## config.mk

```make
export PLATFORM = sky130hd
export DESIGN_NAME = inject_sched_flat
export DESIGN_NICKNAME = d
export VERILOG_FILES = /design/src/rtl/inject_sched_if.sv /design/src/rtl/inject_sched.sv /design/src/flat_wrapper.sv
export SDC_FILE = /design/constraint.sdc
export NUM_CORES = 1
export LEC_CHECK = 0
export ABC_CLOCK_PERIOD_IN_PS = 9400
export CAP_MARGIN = 0
export CORE_UTILIZATION = 52
export CTS_CLUSTER_SIZE = 25
export DETAILED_ROUTE_END_ITERATION = 12
export GPL_ROUTABILITY_DRIVEN = 0
export PLACE_DENSITY = 0.76
export SLEW_MARGIN = 0
export SYNTH_ARGS = -nofsm -noshare
export SYNTH_HDL_FRONTEND = slang
export SYNTH_SLANG_ARGS = --single-unit
```

## constraint.sdc

```tcl
create_clock -name clk -period 9.4 [get_ports clk]
set_input_delay 2.82 -clock clk [delete_from_list [all_inputs] [get_ports clk]]
set_output_delay 2.82 -clock clk [all_outputs]
set_load 0.005 [all_outputs]
```

## src/rtl/inject_sched_if.sv

```systemverilog
// inject_sched_if: core-to-router injection bundle (enqueue side plus router port4 side)
interface inject_sched_if;
  logic         enq_valid;
  logic [15:0]  enq_dest;
  logic [127:0] enq_data;
  logic         enq_ready;
  logic         port4_ready;
  logic [27:0]  port4_ci;
  logic [127:0] port4_di;
  logic [15:0]  inj_count;
  logic [4:0]   q_level;
  modport master (
    output enq_valid, enq_dest, enq_data, port4_ready,
    input  enq_ready, port4_ci, port4_di, inj_count, q_level
  );
  modport slave (
    input  enq_valid, enq_dest, enq_data, port4_ready,
    output enq_ready, port4_ci, port4_di, inj_count, q_level
  );
endinterface

```

## src/rtl/inject_sched.sv

```systemverilog
// inject_sched: circular flit queue feeding a router local-injection port with head-wait aging
module inject_sched #(
  parameter int         DEPTH   = 4,
  parameter logic [7:0] AGE_MAX = 8'hff
) (
  input logic           clk,
  input logic           rst,
  inject_sched_if.slave bus
);
  localparam int AW = $clog2(DEPTH);
  typedef enum logic [1:0] {EMPTY, WAIT, SEND} state_t;
  state_t          state;
  logic [15:0]     dest_q [DEPTH];
  logic [127:0]    data_q [DEPTH];
  logic [AW-1:0]   wr_ptr, rd_ptr;
  logic [4:0]      level;
  logic [7:0]      head_age;
  logic            do_enq, do_deq;
  assign bus.enq_ready = level < 5'(DEPTH);
  assign bus.q_level   = level;
  // state is derived from registered occupancy, so a fresh enqueue cannot bypass to the output
  always_comb state = level == '0 ? EMPTY : bus.port4_ready ? SEND : WAIT;
  assign do_enq = bus.enq_valid && bus.enq_ready;
  assign do_deq = state == SEND;
  always_ff @(posedge clk)
    if (do_enq) begin
      dest_q[wr_ptr] <= bus.enq_dest;
      data_q[wr_ptr] <= bus.enq_data;
    end
  always_ff @(posedge clk or posedge rst)
    if (rst) begin
      wr_ptr        <= '0;
      rd_ptr        <= '0;
      level         <= '0;
      head_age      <= '0;
      bus.inj_count <= '0;
      bus.port4_ci  <= '0;
      bus.port4_di  <= '0;
    end else begin
      wr_ptr        <= do_enq ? wr_ptr + AW'(1) : wr_ptr;
      rd_ptr        <= do_deq ? rd_ptr + AW'(1) : rd_ptr;
      level         <= level + 5'(do_enq) - 5'(do_deq);
      head_age      <= do_deq || (do_enq && state == EMPTY) ? 8'd0 :
                       state == WAIT && head_age < AGE_MAX ? head_age + 8'd1 : head_age;
      bus.inj_count <= bus.inj_count + 16'(do_deq);
      bus.port4_ci  <= do_deq ? {1'b1, 3'b000, head_age, dest_q[rd_ptr]} : 28'h0;
      bus.port4_di  <= do_deq ? data_q[rd_ptr] : 128'h0;
    end
endmodule
```

## src/flat_wrapper.sv

```systemverilog
// flat-port wrapper written by rule: the top's interface ports become plain ports
module inject_sched_flat 
#(
  parameter int         DEPTH   = 4,
  parameter logic [7:0] AGE_MAX = 8'hff
)
  (clk, rst, bus_enq_valid, bus_enq_dest, bus_enq_data, bus_port4_ready, bus_enq_ready, bus_port4_ci, bus_port4_di, bus_inj_count, bus_q_level);
  inject_sched_if bus_i ();
  input logic clk;
  input logic rst;
  input wire logic [$bits(bus_i.enq_valid)-1:0] bus_enq_valid;
  input wire logic [$bits(bus_i.enq_dest)-1:0] bus_enq_dest;
  input wire logic [$bits(bus_i.enq_data)-1:0] bus_enq_data;
  input wire logic [$bits(bus_i.port4_ready)-1:0] bus_port4_ready;
  output wire logic [$bits(bus_i.enq_ready)-1:0] bus_enq_ready;
  output wire logic [$bits(bus_i.port4_ci)-1:0] bus_port4_ci;
  output wire logic [$bits(bus_i.port4_di)-1:0] bus_port4_di;
  output wire logic [$bits(bus_i.inj_count)-1:0] bus_inj_count;
  output wire logic [$bits(bus_i.q_level)-1:0] bus_q_level;
  assign bus_i.enq_valid = bus_enq_valid;
  assign bus_i.enq_dest = bus_enq_dest;
  assign bus_i.enq_data = bus_enq_data;
  assign bus_i.port4_ready = bus_port4_ready;
  assign bus_enq_ready = bus_i.enq_ready;
  assign bus_port4_ci = bus_i.port4_ci;
  assign bus_port4_di = bus_i.port4_di;
  assign bus_inj_count = bus_i.inj_count;
  assign bus_q_level = bus_i.q_level;
  inject_sched #(.DEPTH(DEPTH), .AGE_MAX(AGE_MAX)) u_core (.clk(clk), .rst(rst), .bus(bus_i));
endmodule
```

==> impl_summary.log, run 1 <==
[metrics] height of the die: 231.6 microns
[metrics] CTS sink count: 762
[metrics] maximum VDD drop: 0.0001914 V
[metrics] data arrival time of the critical path: 5.43 ns
[metrics] die width: 231.6 microns
[metrics] Post-Route Setup TNS: 0 ns
[metrics] initial antenna violation count: 10
[metrics] post-synthesis instance total: 1251
[metrics] type of destination of the critical path: flop
[metrics] global-route wire length before repair: 86.53 mm
[metrics] time the final worst path needs with I/O delays and setup: 5.210 ns
[metrics] worst-skew pair later-pin latency: 0.61 ns
[metrics] TritonCTS Buffers: 75
[metrics] RR Endpoint: u_core.bus.q_level[4]
[metrics] Power Density: 278.3 nW/um^2
[metrics] list of most frequent post-synthesis cells: edfxtp_1, dfrtp_1, and3_1
[metrics] number of vias after detailed routing: 13174
[metrics] number of resized instances in the post-cts repair step: 0
[metrics] Critical Path Source Type: input pin
[metrics] post-layout net count: 1758
[metrics] number of endpoints failing setup at the final stage: 0
[metrics] Clk pin slew, worst setup/hold paths: 0.06 ns
[metrics] Max transition margin: 21.42%
[metrics] worst-margin pin slew: 1.179 ns
[metrics] number of buffer cells added on primary ports: 322
[metrics] fraction of registers with async set/reset: 24.41%
[metrics] Area Overhead vs Synth: 23.70%
[metrics] number of enable flip-flop cells after synthesis: 576
[metrics] class of the most critical setup path: in2reg
[metrics] CTS tree: yes
[metrics] DRC violation count after routing: 0
[metrics] fraction of final layout cells with drive strength greater than 1: 17.63%
[metrics] H-tree depth: 3
[metrics] core area: 51720 sq um
[metrics] Final period util: 55.43%
[metrics] Iteration-0 DRC Markers: 1013
[metrics] detailed-route vias per instance: 5.625
[metrics] upper clock frequency limit: 191.9 MHz
[metrics] Detailed Routing Iterations Pass 1: 7
[metrics] ports placed on the boundary: 326
[metrics] Hold Path Class: reg2reg
[metrics] number of global-route vias before repair: 13974
[metrics] initial standard-cell utilization of the core: 53.00%
[metrics] top fanout value on the critical path: 65
[metrics] routed wirelength normalized by instance count: 24.47 microns
[metrics] Layout Skew: 0.01652 ns
[metrics] r2r worst-path depth: 13
[metrics] number of nets with antenna violations after detailed routing: 0
[metrics] DIE AREA: 53630 sq um
[metrics] end point of the most critical hold path: u_core.bus.inj_count[14]
[metrics] portion of the post-synthesis area used by sequential elements: 80.08%
[metrics] Hold Path Stages: 1
[metrics] endpoints failing hold: 0
[metrics] Site Rows: 83
[metrics] final-report max-slew violation count: 0
[metrics] area share of the largest cell type after synthesis: 63.10%
[metrics] synthesis-stage register bit count: 762
[metrics] global-route congestion overflow total: 0
[metrics] result of the run: complete, no violations
[metrics] Hold Buf Count CTS: 0
[metrics] number of warnings reported in the yosys synthesis log: 0
[metrics] worst endpoint required time: 9.62 ns
[metrics] startpoint of the worst-slack reg-to-reg timing path: u_core.bus.q_level[2]
[metrics] netlist area before placement: 27410 sq um
[metrics] Worst R2R Setup Slack: 6.01 ns
[metrics] wire length reported by the detailed router: 57.32 mm
[metrics] main area contributors after synthesis: edfxtp_1, dfrtp_1, mux4_2
[metrics] buffer cell driving the clock tree root: clkbuf_16
[metrics] aggregate global-route resource usage: 21.97%
[metrics] Leakage: 12.30 nW
[metrics] count leader, synth: edfxtp_1
[metrics] post-DP HPWL: 32.59 mm
[metrics] post-synthesis area per instance: 21.91 sq um
[metrics] maximum buffer depth of the clock tree: 3
[metrics] largest net degree at the start of global routing: 98
[metrics] post-CTS setup buffers: 0
[metrics] cell accounting for the most synthesized area: edfxtp_1
[metrics] dominant register cell in the synthesized netlist: edfxtp_1
[metrics] core utilization of the finished layout: 65.56%
[metrics] worst hold path startpoint: u_core.bus.inj_count[14]
[metrics] post-synthesis cell type count: 41
[metrics] max capacitance violation total: 0
[metrics] setup repair after global routing missed its margin: no
-- flip-flops by register name, indices dropped and copies added, names as in the netlist --
name                  count
u_core.wr_ptr             2
u_core.head_age           8
u_core.bus.inj_count     16
u_core.bus.port4_di     128
u_core.bus.port4_ci      25
u_core.data_q           512
u_core.bus.q_level        5
u_core.dest_q            64
u_core.rd_ptr             2
-- metal layers --
layer	global-route usage [%]	up-vias	routed length, microns
li1	-	5693	-
met1	30.11	6897	23380
met2	35.16	472	28740
met3	4.343	102	3546
met4	8.512	10	1586
met5	0	-	72
-- worst max-delay path, stage by stage --
cell,delay [ns]
clkdlybuf4s50_1,0.45
and3b_1,0.47
and2_4,0.89
buf_4,0.71
-- power by group --
group | total (W) | leakage, nW | internal, W | switching [W]
combinational | 0.00193 | 3.41 | 0.00118 | 0.000756
clock | 0.00317 | 1.30 | 0.00195 | 0.00123
sequential | 0.00433 | 7.59 | 0.00403 | 0.000298
-- layout make-up --
class                           count  area, sq um
Sequential cell                   762        21960
Fill cell                        3311        17810
Multi-Input combinational cell    408         5027
Timing Repair Buffer              335         3343
Clock buffer                      103         2167
Tap cell                          680        850.8
Clock inverter                     35        489.2
Inverter                           13        56.30
Antenna cell                        6        15.01
-- worst max path at each step --
stage / startpoint / end / slack, ns / cells after the start
global placement: bus_enq_valid / u_core.data_q[0][65] / 3.56 / 4
floorplan: rst / u_core.bus.inj_count[0] / 1.52 / 1
global route: bus_enq_valid / u_core.data_q[0][27] / 4.05 / 4
finish: bus_enq_valid / u_core.data_q[0][69] / 4.19 / 4
detailed placement: bus_enq_valid / u_core.data_q[0][55] / 3.56 / 4
CTS: bus_enq_valid / u_core.data_q[0][74] / 4.18 / 4
-- per-stage QoR --
| stage | area, sq um | instances | total power (W) | worst slack [ns] | hold slack, ns |
|---|---|---|---|---|---|
| after floorplan | 27420 | 1253 | 0.005473 | 1.523 | 0.4682 |
| after global placement | 31240 | 2198 | 0.006321 | 3.559 | 0.4644 |
| after detailed placement | 31240 | 2198 | 0.006356 | 3.561 | 0.4841 |
| after CTS | 33890 | 2336 | 0.009541 | 4.175 | 0.4949 |
| after global routing | 33900 | 2340 | 0.009816 | 4.054 | 0.5188 |
| final | 33910 | 2342 | 0.009435 | 4.190 | 0.4950 |
-- cell families after synthesis --
family	count (synthesis)	share of synthesized area (%)
flip-flops	762	80.08
multiplexers	148	11.98
AND/OR/NAND/NOR	210	4.656
XOR/XNOR	21	0.6710
adder cells (fa/ha/maj)	15	0.7121
AO/OA/AOI/OAI	11	0.2465
buffers and inverters	83	1.639
other	1	0.01368
-- placed cells by master (no fill, tap or decap), types with 13 or more instances in the layout --
| cell | n |
|---|---|
| clkbuf_1 | 14 |
| and3_1 | 151 |
| edfxtp_1 | 576 |
| ha_1 | 14 |
| mux4_2 | 144 |
| clkinv_2 | 14 |
| nand2_1 | 14 |
| clkdlybuf4s50_1 | 321 |
| dfrtp_1 | 184 |
| xnor2_1 | 13 |
| clkbuf_16 | 79 |
(Power assumes the default switching activity.)
==> inputs of run 2 (changes only) <==
Settings changed: ABC_CLOCK_PERIOD_IN_PS 9400 to 4550, CORE_UTILIZATION 52 to 50.
Clock period 9.4 ns to 4.55 ns, I/O delays scaled along.
==> impl_summary.log, run 2 (synthesis results as in run 1) <==
[metrics] initial antenna violation count: 10 (unchanged)
[metrics] cell area after placement: 31590 sq um (+1.1%)
[metrics] H-tree depth: 3 (unchanged)
[metrics] type of destination of the critical path: flop
[metrics] worst-margin pin slew: 0.9786 ns (-0.2001 ns)
[metrics] maximum VDD drop: 0.0003191 V (+67%)
[metrics] Worst R2R Setup Slack: 1.25 ns (-4.76 ns)
[metrics] Top reg by flops: u_core.data_q
[metrics] critical-path cell list: inv_1 -> ha_1 -> or4b_4 -> nand2_4 -> inv_1 -> ha_1 -> inv_1 -> ha_1 -> fa_1 -> a21oi_1 -> nor2_1 -> nor2_1 -> xor2_1
[metrics] detailed-route vias per instance: 5.611 (-0.26%)
[metrics] startpoint of the worst-slack reg-to-reg timing path: u_core.bus.q_level[2]
[metrics] worst endpoint required time: 5.07 ns (-4.55 ns)
[metrics] Leakage: 12.39 nW (+0.70%)
[metrics] CTS tree: yes
[metrics] Filler Cell Count: 3617 (+9.2%)
[metrics] commonest non-fill, non-tap cell in the layout: edfxtp_1
[metrics] post-layout net count: 1779 (+1.2%)
[metrics] ports placed on the boundary: 326 (unchanged)
[metrics] setup repair after global routing missed its margin: no
[metrics] flip-flop count of the largest register, all copies and words added: 512 (unchanged)
[metrics] DRC violation count after routing: 0 (unchanged)
[metrics] Detailed Routing Iterations Pass 1: 5 (-2)
[metrics] Critical Path Source Type: flop
[metrics] result of the run: complete, no violations
[metrics] Max transition margin: 34.76% (+13 points)
[metrics] total number of cells along the worst setup path: 13 (+9)
[metrics] upper clock frequency limit: 302.6 MHz
[metrics] RR Endpoint: u_core.bus.q_level[4]
[metrics] end point of the most critical hold path: u_core.bus.inj_count[15]
[metrics] CTS sink count: 762 (unchanged)
[metrics] max capacitance violation total: 0 (unchanged)
[metrics] number of resized instances in the post-cts repair step: 0 (unchanged)
[metrics] final-report max-slew violation count: 0 (unchanged)
[metrics] number of global-route vias before repair: 14109 (+0.97%)
[metrics] sum of buffers and inverters on the critical path: 3 (+1)
[metrics] Hold Path Stages: 1 (unchanged)
[metrics] footprint of the multi-input gates: 5027 sq um (unchanged)
[metrics] post-CTS setup buffers: 0 (unchanged)
[metrics] data arrival time of the critical path: 3.83 ns (-1.60 ns)
[metrics] worst slack at placement: 0.8685 ns (-2.692 ns)
[metrics] number of endpoints failing setup at the final stage: 0 (unchanged)
[metrics] Hold Path Class: reg2reg
[metrics] class of the most critical setup path: reg2reg
[metrics] Sequential Area: 21960 sq um (unchanged)
[metrics] number of nets with antenna violations after detailed routing: 0 (unchanged)
[metrics] number of vias after detailed routing: 13331 (+1.2%)
[metrics] aggregate global-route resource usage: 21.77% (-0.19 points)
[metrics] core area: 54030 sq um (+4.5%)
[metrics] global-route congestion overflow total: 0 (unchanged)
[metrics] highest-count cells in the layout ignoring fill and taps: edfxtp_1, clkdlybuf4s50_1, dfrtp_1
[metrics] Iteration-0 DRC Markers: 956 (-5.6%)
[metrics] worst hold path startpoint: u_core.bus.inj_count[15]
[metrics] Area Overhead vs Synth: 24.40%
[metrics] worst-skew pair later-pin latency: 0.60 ns (about the same)
[metrics] wire length reported by the detailed router: 59.18 mm (+3.2%)
[metrics] Post-Route Setup TNS: 0 ns (unchanged)
[metrics] routed wirelength normalized by instance count: 24.91 microns (+1.8%)
[metrics] DIE AREA: 55760 sq um (+4.0%)
[metrics] Hold Buf Count CTS: 0 (unchanged)
[metrics] largest net degree at the start of global routing: 96 (-2.0%)
[metrics] maximum buffer depth of the clock tree: 3 (unchanged)
[metrics] Clk pin slew, worst setup/hold paths: 0.07 ns (about the same)
[metrics] buffer cell driving the clock tree root: clkbuf_16
[metrics] time the final worst path needs with I/O delays and setup: 3.305 ns
[metrics] crit path setup slack, layout: 1.245 ns (-2.945 ns)
[metrics] endpoints failing hold: 0 (unchanged)
[metrics] core utilization of the finished layout: 63.11% (-2.4 points)
[metrics] initial standard-cell utilization of the core: 50.73% (-2.3 points)
[metrics] Layout Skew: 0.02096 ns (+0.004434 ns)
[metrics] height of the die: 236.1 microns (+2.0%)
[metrics] registers with the most flip-flops: u_core.data_q (512), u_core.bus.port4_di (128), u_core.dest_q (64)
[metrics] die width: 236.1 microns (+2.0%)
[metrics] number of buffer cells added on primary ports: 322 (unchanged)
[metrics] TritonCTS Buffers: 75 (unchanged)
[metrics] Site Rows: 85 (+2.4%)
[metrics] max incr delay on CP: 0.78 ns (-0.11 ns)
[metrics] global-route wire length before repair: 89.65 mm (+3.6%)
[metrics] post-DP HPWL: 35.12 mm (+7.8%)
[metrics] summed area of non-filler cells in the final layout: 34100 sq um (+0.56%)
[metrics] fraction of final layout cells with drive strength greater than 1: 18.58% (+0.95 points)
[metrics] Critical Path Slowest Stage Cell: or4b_4
[metrics] critical path's top delay family: simple AND/OR/NAND/NOR gates
[metrics] Final period util: 72.63%
[metrics] r2r worst-path depth: 13 (unchanged)
[metrics] top fanout value on the critical path: 61 (-6.2%)
[metrics] Power Density: 566.1 nW/um^2 (+100%)
==> run 2: cell type report <==
type,instances,area share [%]
clock buffers,102,6.219
repair buffers,356,10.78
inverters,13,0.1541
multi-input cells,408,14.74
flip-flops and latches,762,64.40
diodes,1,0.007339
clock inverters,38,1.145
well taps,696,2.554
==> run 2: where the power goes <==
group	leakage [nW]	internal (W)	switching, W
combinational	3.56	0.00251	0.00173
sequential	7.59	0.00832	0.000553
clock	1.23	0.00364	0.00256
total	12.4	0.0145	0.00484
==> run 2: worst max path at each step <==
stage,from,to,slack (ns)
floorplan,bus_enq_valid,u_core.data_q[0][0],0.51
global placement,bus_port4_ready,u_core.bus.q_level[4],0.88
detailed placement,bus_enq_valid,u_core.dest_q[1][14],0.87
CTS,u_core.bus.q_level[2],u_core.bus.q_level[4],1.21
global route,u_core.bus.q_level[2],u_core.bus.q_level[4],1.03
finish,u_core.bus.q_level[2],u_core.bus.q_level[4],1.25
==> run 2: through the flow <==
step	std cells	power, W	hold WS (ns)
after CTS	2375	0.01952	0.4786
after global placement	2235	0.01320	0.4623
after global routing	2376	0.02008	0.4922
final	2376	0.01931	0.4744
after detailed placement	2235	0.01328	0.4711
after floorplan	1253	0.01128	0.4682
==> run 2: layer usage <==
metal | vias to the layer above | GRT usage, % | wire (microns)
met1 | 7012 | 29.63 | 24430
met2 | 469 | 35.57 | 29850
met4 | 16 | 6.749 | 1239
met3 | 97 | 4.669 | 3556
li1 | 5737 | - | -
met5 | - | 0 | 100
==> run 2: worst register-to-register path, delay by kind of cell (launching register included) <==
kind | cells | cell delay, ns
AO/OA/AOI/OAI | 1 | 0.17
adder cells (fa/ha/maj) | 4 | 1.08
AND/OR/NAND/NOR | 4 | 1.17
XOR/XNOR | 1 | 0.15
buffers and inverters | 3 | 0.25
flip-flops | 1 | 0.42
==> inputs of run 3 (changes only) <==
Settings changed: ABC_CLOCK_PERIOD_IN_PS 4550 to 3300, CORE_UTILIZATION 50 to 52.
Clock period 4.55 ns to 3.3 ns, I/O delays scaled along.
==> impl_summary.log, run 3 (synthesis results as in run 1) <==
[metrics] commonest non-fill, non-tap cell in the layout: edfxtp_1
[metrics] overall power of the completed layout: 0.02633 W (+36%)
[metrics] routed wirelength normalized by instance count: 24.49 microns (-1.7%)
[metrics] DIE AREA: 53630 sq um (-3.8%)
[metrics] endpoints failing hold: 0 (unchanged)
[metrics] crit path setup slack, layout: 0.3190 ns (-0.9262 ns)
[metrics] number of resized instances in the post-cts repair step: 0 (unchanged)
[metrics] worst slack at placement: 0.2156 ns (-0.6529 ns)
[metrics] max incr delay on CP: 0.51 ns (-0.27 ns)
[metrics] flip-flop count of the largest register, all copies and words added: 512 (unchanged)
[metrics] maximum VDD drop: 0.0005886 V (+84%)
[metrics] result of the run: complete, no violations
[metrics] Power Density: 773.1 nW/um^2 (+37%)
[metrics] Post-Layout Cell Count: 2360 (-0.67%)
[metrics] aggregate global-route resource usage: 22.06% (+0.28 points)
[metrics] initial standard-cell utilization of the core: 53.00% (+2.3 points)
[metrics] die width: 231.6 microns (-1.9%)
[metrics] post-DP HPWL: 33.83 mm (-3.7%)
[metrics] number of vias after detailed routing: 13303 (-0.21%)
[metrics] setup repair after global routing missed its margin: no
[metrics] final-report max-slew violation count: 0 (unchanged)
[metrics] Hold Buf Count CTS: 0 (unchanged)
[metrics] buffer cell driving the clock tree root: clkbuf_16
[metrics] Max transition margin: 36.45% (+1.7 points)
[metrics] initial antenna violation count: 8 (-2)
[metrics] r2r worst-path depth: 13 (unchanged)
[metrics] Iteration-0 DRC Markers: 1056 (+10%)
[metrics] Final period util: 90.33% (+18 points)
[metrics] ports placed on the boundary: 326 (unchanged)
[metrics] Critical Path Slowest Stage Cell: or4b_4
[metrics] RR Endpoint: u_core.bus.q_level[4]
[metrics] height of the die: 231.6 microns (-1.9%)
[metrics] post-CTS setup buffers: 0 (unchanged)
[metrics] summed area of non-filler cells in the final layout: 34060 sq um (-0.11%)
[metrics] Layout Skew: 0.01112 ns (-0.009835 ns)
[metrics] core area: 51720 sq um (-4.3%)
[metrics] CTS sink count: 762 (unchanged)
[metrics] Area Overhead vs Synth: 24.26%
[metrics] CTS tree: yes
[metrics] Top reg by flops: u_core.data_q
[metrics] global-route congestion overflow total: 0 (unchanged)
[metrics] Hold Path Class: reg2reg
[metrics] type of destination of the critical path: flop
[metrics] global-route wire length before repair: 86.55 mm (-3.5%)
[metrics] highest-count cells in the layout ignoring fill and taps: edfxtp_1, clkdlybuf4s50_1, dfrtp_1
[metrics] number of global-route vias before repair: 14088 (-0.15%)
[metrics] worst hold path startpoint: u_core.bus.inj_count[15]
[metrics] TritonCTS Buffers: 76 (+1.3%)
[metrics] worst endpoint required time: 3.82 ns (-1.25 ns)
[metrics] Hold Path Stages: 1 (unchanged)
[metrics] end point of the most critical hold path: u_core.bus.inj_count[15]
[metrics] data arrival time of the critical path: 3.50 ns (-0.33 ns)
[metrics] maximum buffer depth of the clock tree: 3 (unchanged)
[metrics] time the final worst path needs with I/O delays and setup: 2.981 ns (-0.3238 ns)
[metrics] top fanout value on the critical path: 5 (-92%)
[metrics] number of endpoints failing setup at the final stage: 0 (unchanged)
[metrics] critical-path cell list: inv_1 -> ha_1 -> or4b_4 -> nand2_4 -> inv_1 -> ha_1 -> inv_1 -> ha_1 -> fa_1 -> a21oi_1 -> nor2_1 -> nor2_1 -> xor2_1
[metrics] Filler Cell Count: 3324 (-8.1%)
[metrics] number of nets with antenna violations after detailed routing: 0 (unchanged)
[metrics] largest net degree at the start of global routing: 157 (+64%)
[metrics] fraction of final layout cells with drive strength greater than 1: 17.94% (-0.64 points)
[metrics] detailed-route vias per instance: 5.637 (+0.47%)
[metrics] Leakage: 12.37 nW (-0.18%)
[metrics] cell area after placement: 31630 sq um (+0.15%)
[metrics] number of buffer cells added on primary ports: 322 (unchanged)
[metrics] H-tree depth: 3 (unchanged)
[metrics] Post-Place Cells: 2218 (-0.76%)
[metrics] DRC violation count after routing: 0 (unchanged)
[metrics] wire length reported by the detailed router: 57.79 mm (-2.3%)
[metrics] Site Rows: 83 (-2.4%)
[metrics] Worst R2R Setup Slack: 0.32 ns (-0.93 ns)
[metrics] upper clock frequency limit: 335.5 MHz (+11%)
[metrics] registers with the most flip-flops: u_core.data_q (512), u_core.bus.port4_di (128), u_core.dest_q (64)
[metrics] core utilization of the finished layout: 65.86% (+2.7 points)
[metrics] worst-skew pair later-pin latency: 0.60 ns (about the same)
[metrics] Detailed Routing Iterations Pass 1: 5 (unchanged)
[metrics] max capacitance violation total: 0 (unchanged)
[metrics] startpoint of the worst-slack reg-to-reg timing path: u_core.bus.q_level[2]
[metrics] worst-margin pin slew: 0.9533 ns (-0.02533 ns)
[metrics] class of the most critical setup path: reg2reg
[metrics] post-layout net count: 1779 (unchanged)
[metrics] Critical Path Source Type: flop
[metrics] worst setup path startpoint: u_core.bus.q_level[2]
[metrics] Clk pin slew, worst setup/hold paths: 0.06 ns (about the same)
==> run 3: changes by cell type in the layout (fill, tap and decap cells not counted), moves of 5 or more <==
cell       before  now
bufinv_16       6    1
clkbuf_1       15   21
buf_12         16   22
buf_4          19   12
inv_6           5    0
==> run 3: how the worst max path moves through the flow <==
| stage | to | slack, ns |
|---|---|---|
| 6_report | u_core.bus.q_level[4] | 0.32 |
| 5_1_grt | u_core.bus.q_level[4] | 0.17 |
| 4_1_cts | u_core.bus.q_level[4] | 0.33 |
| 3_5_place_dp | u_core.bus.q_level[4] | 0.22 |
| 3_3_place_gp | u_core.bus.q_level[4] | 0.22 |
| 2_1_floorplan | u_core.data_q[0][0] | -0.36 |
==> run 3: routing by layer <==
| layer | wire length (microns) | global-route usage [%] | vias up |
|---|---|---|---|
| met5 | 80 | 0 | - |
| li1 | - | - | 5723 |
| met2 | 28810 | 35.50 | 456 |
| met4 | 1965 | 9.478 | 12 |
| met3 | 3353 | 4.405 | 112 |
| met1 | 23580 | 29.60 | 7000 |
==> run 3: power by group <==
part / leakage [nW] / internal [W] / switching, W
Sequential: 7.59 / 0.0115 / 0.000682
Combinational: 3.58 / 0.00351 / 0.00244
Clock: 1.20 / 0.00483 / 0.00340
Total: 12.4 / 0.0198 / 0.00651
==> run 3: critical path: cells and delay by family (launching register included) <==
family	cells	cell delay [ns]
simple gates	4	0.79
fa+ha+maj	4	1.11
xor+xnor	1	0.16
compound gates	1	0.17
buf+inv	3	0.25
flops	1	0.42
==> run 3: area by class of cell <==
class,count,area [sq um],area share (%)
antenna,2,5.005,0.01469
sequential,762,21960,64.47
multi-input combinational,408,5027,14.76
inverter,13,52.55,0.1543
tap,680,850.8,2.498
clock inverter,26,151.4,0.4445
timing repair buffer,355,3744,10.99
clock buffer,114,2271,6.667
==> run 3: per-stage QoR <==
stage | TNS, ns | hold slack [ns]
2_1_floorplan | -223.05 | 0.4682
3_3_place_gp | 0 | 0.4638
3_5_place_dp | 0 | 0.4692
4_1_cts | 0 | 0.4801
5_1_grt | 0 | 0.4991
6_report | 0 | 0.4736
